## src/rtl/ysyx_22040386_mem_pkg.sv

```systemverilog
// Shared types and constants for the IF/LS memory arbiter: FSM states, owner
// encoding, CLINT window and well-known CLINT register addresses.
package ysyx_22040386_mem_pkg;

  typedef enum logic [1:0] {
    S_IDLE  = 2'd0,
    S_ISSUE = 2'd1,
    S_WAIT  = 2'd2,
    S_RESP  = 2'd3
  } state_e;

  typedef enum logic {
    OWN_IF = 1'b0,
    OWN_LS = 1'b1
  } owner_e;

  localparam logic [63:0] CLINT_BASE    = 64'h0000_0000_0200_0000;
  localparam logic [63:0] CLINT_MASK    = 64'h0000_0000_FFFF_0000;
  localparam logic [63:0] ADDR_MTIME    = 64'h0000_0000_0200_BFF8;
  localparam logic [63:0] ADDR_MTIMECMP = 64'h0000_0000_0200_4000;
  localparam logic [63:0] ERR_RDATA     = 64'hFFFF_FFFF_FFFF_FFFF;

  function automatic logic clint_hit(input logic [63:0] addr,
                                     input logic [63:0] base,
                                     input logic [63:0] mask);
    return (addr & mask) == base;
  endfunction

endpackage

```

## src/rtl/ysyx_22040386_mem_arbiter_rr_arb2.sv

```systemverilog
// Two-way round-robin grant: a lone requester always wins; on a tie the
// requester that did not win last time is granted.
module ysyx_22040386_rr_arb2
  import ysyx_22040386_mem_pkg::*;
(
  input  logic   req_if_i,
  input  logic   req_ls_i,
  input  owner_e rr_last_i,
  output logic   gnt_if_o,
  output logic   gnt_ls_o
);

  always_comb begin
    gnt_if_o = 1'b0;
    gnt_ls_o = 1'b0;
    if (req_if_i && req_ls_i) begin
      if (rr_last_i == OWN_LS) begin
        gnt_if_o = 1'b1;
      end else begin
        gnt_ls_o = 1'b1;
      end
    end else begin
      gnt_if_o = req_if_i;
      gnt_ls_o = req_ls_i;
    end
  end

endmodule

```

## src/rtl/ysyx_22040386_mem_arbiter.sv

```systemverilog
// Shares the pmem port and the CLINT register port between instruction fetch
// and load/store, one outstanding transaction at a time, with a WAIT timeout.
module ysyx_22040386_mem_arbiter #(
  parameter logic [63:0] CLINT_BASE = 64'h0000_0000_0200_0000,
  parameter logic [63:0] CLINT_MASK = 64'h0000_0000_FFFF_0000,
  parameter logic [7:0]  TIMEOUT    = 8'd255
) (
  input  logic        i_clk,
  input  logic        i_rst_n,
  input  logic        i_if_valid,
  input  logic [63:0] i_if_addr,
  output logic        o_if_ready,
  output logic        o_if_rvalid,
  output logic [63:0] o_if_rdata,
  output logic        o_if_err,
  input  logic        i_ls_valid,
  input  logic        i_ls_we,
  input  logic [63:0] i_ls_addr,
  input  logic [63:0] i_ls_wdata,
  input  logic [7:0]  i_ls_wmask,
  output logic        o_ls_ready,
  output logic        o_ls_rvalid,
  output logic [63:0] o_ls_rdata,
  output logic        o_ls_err,
  output logic        o_mem_req,
  output logic        o_mem_we,
  output logic [63:0] o_mem_addr,
  output logic [63:0] o_mem_wdata,
  output logic [7:0]  o_mem_wmask,
  input  logic        i_mem_rvalid,
  input  logic [63:0] i_mem_rdata,
  output logic        o_clint_ren,
  output logic        o_clint_wen,
  output logic [63:0] o_clint_addr,
  output logic [63:0] o_clint_wdata,
  input  logic [63:0] i_clint_rdata
);
  import ysyx_22040386_mem_pkg::*;

  state_e      state_q, state_d;
  owner_e      owner_q, owner_d;
  owner_e      rr_last_q, rr_last_d;
  logic        we_q, we_d;
  logic [63:0] addr_q, addr_d;
  logic [63:0] wdata_q, wdata_d;
  logic [7:0]  wmask_q, wmask_d;
  logic        is_clint_q, is_clint_d;
  logic [7:0]  cnt_q, cnt_d;
  logic [63:0] rdata_q, rdata_d;
  logic        err_q, err_d;

  logic        idle_s;
  logic        gnt_if_s;
  logic        gnt_ls_s;
  logic        mem_act_s;
  logic        clint_act_s;
  logic        resp_if_s;
  logic        resp_ls_s;

  assign idle_s = (state_q == S_IDLE);

  ysyx_22040386_rr_arb2 u_arb (
    .req_if_i  (i_if_valid & idle_s),
    .req_ls_i  (i_ls_valid & idle_s),
    .rr_last_i (rr_last_q),
    .gnt_if_o  (gnt_if_s),
    .gnt_ls_o  (gnt_ls_s)
  );

  // Ready is masked while reset is asserted so every output reads 0 in reset.
  assign o_if_ready = gnt_if_s & i_rst_n;
  assign o_ls_ready = gnt_ls_s & i_rst_n;

  always_comb begin
    state_d    = state_q;
    owner_d    = owner_q;
    rr_last_d  = rr_last_q;
    we_d       = we_q;
    addr_d     = addr_q;
    wdata_d    = wdata_q;
    wmask_d    = wmask_q;
    is_clint_d = is_clint_q;
    cnt_d      = cnt_q;
    rdata_d    = rdata_q;
    err_d      = err_q;
    case (state_q)
      S_IDLE: begin
        if (gnt_if_s) begin
          owner_d    = OWN_IF;
          rr_last_d  = OWN_IF;
          we_d       = 1'b0;
          addr_d     = i_if_addr;
          wdata_d    = 64'd0;
          wmask_d    = 8'd0;
          is_clint_d = clint_hit(i_if_addr, CLINT_BASE, CLINT_MASK);
          state_d    = S_ISSUE;
        end else if (gnt_ls_s) begin
          owner_d    = OWN_LS;
          rr_last_d  = OWN_LS;
          we_d       = i_ls_we;
          addr_d     = i_ls_addr;
          wdata_d    = i_ls_wdata;
          wmask_d    = i_ls_wmask;
          is_clint_d = clint_hit(i_ls_addr, CLINT_BASE, CLINT_MASK);
          state_d    = S_ISSUE;
        end else begin
          state_d = S_IDLE;
        end
      end
      S_ISSUE: begin
        if (is_clint_q) begin
          // Instruction fetch from the CLINT window is a bus error.
          if (owner_q == OWN_IF) begin
            rdata_d = ERR_RDATA;
            err_d   = 1'b1;
          end else begin
            rdata_d = we_q ? 64'd0 : i_clint_rdata;
            err_d   = 1'b0;
          end
          state_d = S_RESP;
        end else begin
          cnt_d   = 8'd0;
          state_d = S_WAIT;
        end
      end
      S_WAIT: begin
        if (i_mem_rvalid) begin
          rdata_d = we_q ? 64'd0 : i_mem_rdata;
          err_d   = 1'b0;
          state_d = S_RESP;
        end else if (cnt_q == TIMEOUT) begin
          rdata_d = ERR_RDATA;
          err_d   = 1'b1;
          state_d = S_RESP;
        end else begin
          cnt_d = (cnt_q == 8'hFF) ? cnt_q : cnt_q + 8'd1;
        end
      end
      S_RESP: begin
        rdata_d = 64'd0;
        err_d   = 1'b0;
        state_d = S_IDLE;
      end
      default: begin
        state_d = S_IDLE;
      end
    endcase
  end

  always_ff @(posedge i_clk or negedge i_rst_n) begin
    if (!i_rst_n) begin
      state_q    <= S_IDLE;
      owner_q    <= OWN_IF;
      rr_last_q  <= OWN_LS;
      we_q       <= 1'b0;
      addr_q     <= 64'd0;
      wdata_q    <= 64'd0;
      wmask_q    <= 8'd0;
      is_clint_q <= 1'b0;
      cnt_q      <= 8'd0;
      rdata_q    <= 64'd0;
      err_q      <= 1'b0;
    end else begin
      state_q    <= state_d;
      owner_q    <= owner_d;
      rr_last_q  <= rr_last_d;
      we_q       <= we_d;
      addr_q     <= addr_d;
      wdata_q    <= wdata_d;
      wmask_q    <= wmask_d;
      is_clint_q <= is_clint_d;
      cnt_q      <= cnt_d;
      rdata_q    <= rdata_d;
      err_q      <= err_d;
    end
  end

  // pmem payload is presented from ISSUE through WAIT; the request itself pulses once.
  assign mem_act_s   = ((state_q == S_ISSUE) || (state_q == S_WAIT)) && !is_clint_q;
  assign o_mem_req   = (state_q == S_ISSUE) && !is_clint_q;
  assign o_mem_we    = mem_act_s & we_q;
  assign o_mem_addr  = mem_act_s ? addr_q  : 64'd0;
  assign o_mem_wdata = mem_act_s ? wdata_q : 64'd0;
  assign o_mem_wmask = mem_act_s ? wmask_q : 8'd0;

  assign clint_act_s   = (state_q == S_ISSUE) && is_clint_q && (owner_q == OWN_LS);
  assign o_clint_ren   = clint_act_s & !we_q;
  assign o_clint_wen   = clint_act_s & we_q;
  assign o_clint_addr  = clint_act_s ? addr_q  : 64'd0;
  assign o_clint_wdata = clint_act_s ? wdata_q : 64'd0;

  assign resp_if_s   = (state_q == S_RESP) && (owner_q == OWN_IF);
  assign resp_ls_s   = (state_q == S_RESP) && (owner_q == OWN_LS);
  assign o_if_rvalid = resp_if_s;
  assign o_if_rdata  = resp_if_s ? rdata_q : 64'd0;
  assign o_if_err    = resp_if_s & err_q;
  assign o_ls_rvalid = resp_ls_s;
  assign o_ls_rdata  = resp_ls_s ? rdata_q : 64'd0;
  assign o_ls_err    = resp_ls_s & err_q;

endmodule
```

## config.mk

```make
export PLATFORM = sky130hd
export DESIGN_NAME = ysyx_22040386_mem_arbiter
export DESIGN_NICKNAME = d
export VERILOG_FILES = /design/src/rtl/ysyx_22040386_mem_pkg.sv /design/src/rtl/ysyx_22040386_mem_arbiter_rr_arb2.sv /design/src/rtl/ysyx_22040386_mem_arbiter.sv
export SDC_FILE = /design/constraint.sdc
export NUM_CORES = 1
export LEC_CHECK = 0
export ABC_AREA = 1
export ABC_CLOCK_PERIOD_IN_PS = 1580
export BUFFER_PORTS_ARGS = -buffer_cell sky130_fd_sc_hd__buf_2
export CAP_MARGIN = 20
export CELL_PAD_IN_SITES_DETAIL_PLACEMENT = 0
export CELL_PAD_IN_SITES_GLOBAL_PLACEMENT = 1
export CORE_AREA = 4 4 285 287
export DETAILED_ROUTE_END_ITERATION = 7
export DIE_AREA = 0 0 289 291
export GPL_ROUTABILITY_DRIVEN = 0
export HOLD_SLACK_MARGIN = 0.08
export PLACE_DENSITY_LB_ADDON = 0.1
export REMOVE_ABC_BUFFERS = 1
export SYNTH_ARGS = -nofsm -noshare
export SYNTH_HDL_FRONTEND = slang
export SYNTH_SLANG_ARGS = --single-unit
```

## constraint.sdc

```tcl
create_clock -name i_clk -period 1.58 [get_ports i_clk]
set_input_delay 0.158 -clock i_clk [delete_from_list [all_inputs] [get_ports i_clk]]
set_output_delay 0.158 -clock i_clk [all_outputs]
set_load 0.05 [all_outputs]
```

==> flow_metrics.tcl <==
set metrics [dict create \
    synthCells 1730 \
    cts_hold_buf 320 \
    yosysTopAreaCell "dfrtp_1" \
    min_path_type "input pin to flip-flop" \
    antenna_found_initial 15 \
    die_area_um2 84100 \
    start_util_pct 15.2 \
    grt_max_degree 115 \
    critPathCaptureType "output port" \
    start_kind "flip-flop" \
    syn_area_um2 11900 \
    cts.sinks 215 \
    status "complete, but fails checks" \
    required_ns 1.42 \
    fin_nets 3227 \
    dpl_cell_area_um2 18300 \
    p_total_mw 53.7 \
    max_freq_ghz 0.432 \
    drive_above_1_share_pct 41.4 \
    maxSlewHeadroom_pct 46.8 \
    final-setup-viol-count 615 \
    avgSynthCellArea_um2 6.90 \
    reg2reg_to "rdata_q[4]" \
    finalMaxSlewViolations 0 \
    worstMarginPinSlew_ns 0.798 \
    timing.final.crit_share_pct 146 \
    portBuffers 735 \
    vias 15900 \
    drc 0 \
    seq_area_frac_synth_pct 45.1 \
    io_pins 736 \
    ant_nets 0 \
    worstPathArrival_ns 2.15 \
    hold_start "i_if_valid" \
    cts_max_level 1 \
    netlist.area_leader.share_pct 44.9 \
    slowest_stage "dfrtp_1" \
    r2r_setup_slack_ns -0.39 \
    vdd_ir_drop_max_uv 1120 \
    final_util_pct 33.2 \
    first_iter_violations 603 \
    drt-pass1-iter-count 5 \
    finalHoldViolations 0 \
    track_usage_pct 16.4 \
    path_cells "inv_2 -> ha_4 -> nand2_4 -> inv_8 -> buf_12 -> nand2_8 -> clkbuf_16 -> nor2_1 -> buf_6" \
    ff2ff_path_depth 11 \
    clk_pin_slew_ns 0.06 \
    grt_pass1_vias 16900 \
    netlist_top_cells_area "dfrtp_1 (45%), nor2_1 (19%), nand2_1 (8.3%)" \
    power_density_nw_per_um2 2050 \
    yosys_warnings 0 \
    die_h_um 291 \
    cts_tree "done" \
    cp_slowest_stage_delay_ns 0.40 \
    hold_depth 5 \
    final_area_um2 26100 \
    grt_setup_unrepaired "true" \
    num_rows 103 \
    postRouteWirelength_um 75200 \
    dp_hpwl_um 55800 \
    cts.path.max_buffers 3 \
    fin_ws_ns -0.732 \
    clockRootBuffer "clkbuf_16" \
    crit_type "flip-flop to output port" \
    reg2reg_from "state_q[0]" \
    violations "negative setup slack" \
    coreArea_um2 78600 \
    areaGrowthSynthToFinish_pct 119 \
    numCtsBuffers 30 \
    die_w_um 289 \
    grt_overflow 0 \
    insertion_delay_ns 0.56 \
    path_max_fanout 9 \
    p_leak_nw 12.9 \
    grt_pass1_wl_um 106000 \
    min_to "rr_last_q" \
    period_needed_ns 2.31 \
    skew_ns 0.00958 \
    ys_ff_latch 215 \
    yosysUniqueCellTypes 30 \
    wire_per_inst_um 18.9 \
    cap_viol_max_count 0 \
    vias_per_cell 3.99 \
]
## registers in the layout, indices dropped and copies added, names as in the netlist
name and flops:
is_clint_q 1, err_q 1, wdata_q 64, owner_q 1
rr_last_q 1, wmask_q 8, cnt_q 8, we_q 1
rdata_q 64, addr_q 64, state_q 2
## critical path: cells and delay by family, from the launching register on
kind	cells	cell delay [ns]
buf+inv	5	0.72
simple gates	3	0.31
fa+ha+maj	1	0.15
flops	1	0.40
## cells in the final DEF, fill, tap and decap left out, types with 100 or more instances in the layout
cell,n
buf_2,455
nand2_1,256
nor2_1,413
dlygate4sd3_1,320
buf_6,189
dfrtp_1,212
o21ai_0,100
nor2_4,115
buf_4,162
inv_1,222
## synthesized netlist by cell type
library cell,n
inv_1,228
nand2_2,3
nand2_1,264
a2bb2oi_1,2
a31oi_1,48
nor3_1,1
nand3b_1,3
dfrtp_1,214
a31o_2,1
a21boi_0,1
xor2_1,3
o21ai_1,2
nand4_2,1
buf_6,6
a21oi_2,15
nand3_2,1
o21ai_0,100
ha_1,6
nor2_4,1
clkbuf_1,62
or2_2,1
a21oi_1,50
nand3_1,4
a22oi_1,65
buf_1,14
nor2_1,590
buf_2,41
xnor2_1,1
nand4_1,1
dfstp_2,1
## where the power goes
group	internal [mW]	total, mW	switching, mW
combinational	12.7	37.3	24.6
clock	4.56	7.34	2.78
sequential	8.09	9.02	0.926
## routing by layer
| metal | vias to the layer above | global-route usage [%] | wire, um |
|---|---|---|---|
| li1 | 7668 | - | - |
| met1 | 7650 | 19.1 | 30400 |
| met2 | 450 | 30.5 | 39400 |
| met3 | 101 | 2.61 | 3210 |
| met4 | 4 | 4.92 | 2180 |
| met5 | - | 0 | 21 |
## cell families after synthesis
| family | share of synthesized area, % |
|---|---|
| xor+xnor | 0.294 |
| flops | 45.1 |
| compound gates | 14.4 |
| simple gates | 27.8 |
| fa+ha+maj | 0.629 |
| buf+inv | 11.8 |
## cell type report
cell class	instances	area, um^2
Sequential cell	215	5380
Clock inverter	12	143
Timing Repair Buffer	1245	11100
Inverter	228	875
Antenna cell	13	32.5
Tap cell	1050	1310
Clock buffer	44	935
Fill cell	8410	52500
Multi-Input combinational cell	1167	6340
## worst max path at each step
| stage | startpoint | endpoint | slack, ns | cells after the start |
|---|---|---|---|---|
| floorplan | state_q[0] | rdata_q[11] | -3.61 | 7 |
| detailed placement | state_q[0] | rdata_q[4] | -0.38 | 10 |
| global route | state_q[1] | o_clint_wdata[30] | -0.84 | 9 |
| finish | state_q[1] | o_clint_addr[47] | -0.73 | 9 |
| global placement | state_q[0] | rdata_q[4] | -0.37 | 10 |
| CTS | state_q[1] | o_clint_addr[34] | -0.80 | 8 |
## through the flow
step / setup slack [ns] / cells / setup TNS (ns) / hold slack (ns)
floorplan: -3.61 / 1607 / -1344.80 / -0.138
global placement: -0.366 / 3548 / -98.84 / 0.325
detailed placement: -0.384 / 3548 / -115.00 / 0.323
CTS: -0.797 / 3932 / -327.92 / -0.0124
global route: -0.841 / 3971 / -358.74 / 0.0535
finish: -0.732 / 3974 / -287.95 / 0.0431
## what timing repair did
item                       in CTS  in global routing
resized for setup             425                509
hold endpoints to repair      416                  1
pin swaps                       6                  6
gates cloned                    4                 18
setup endpoints to repair     615                615
setup buffers                   4                 12
No activity file was read; power rests on OpenSTA's default activity.
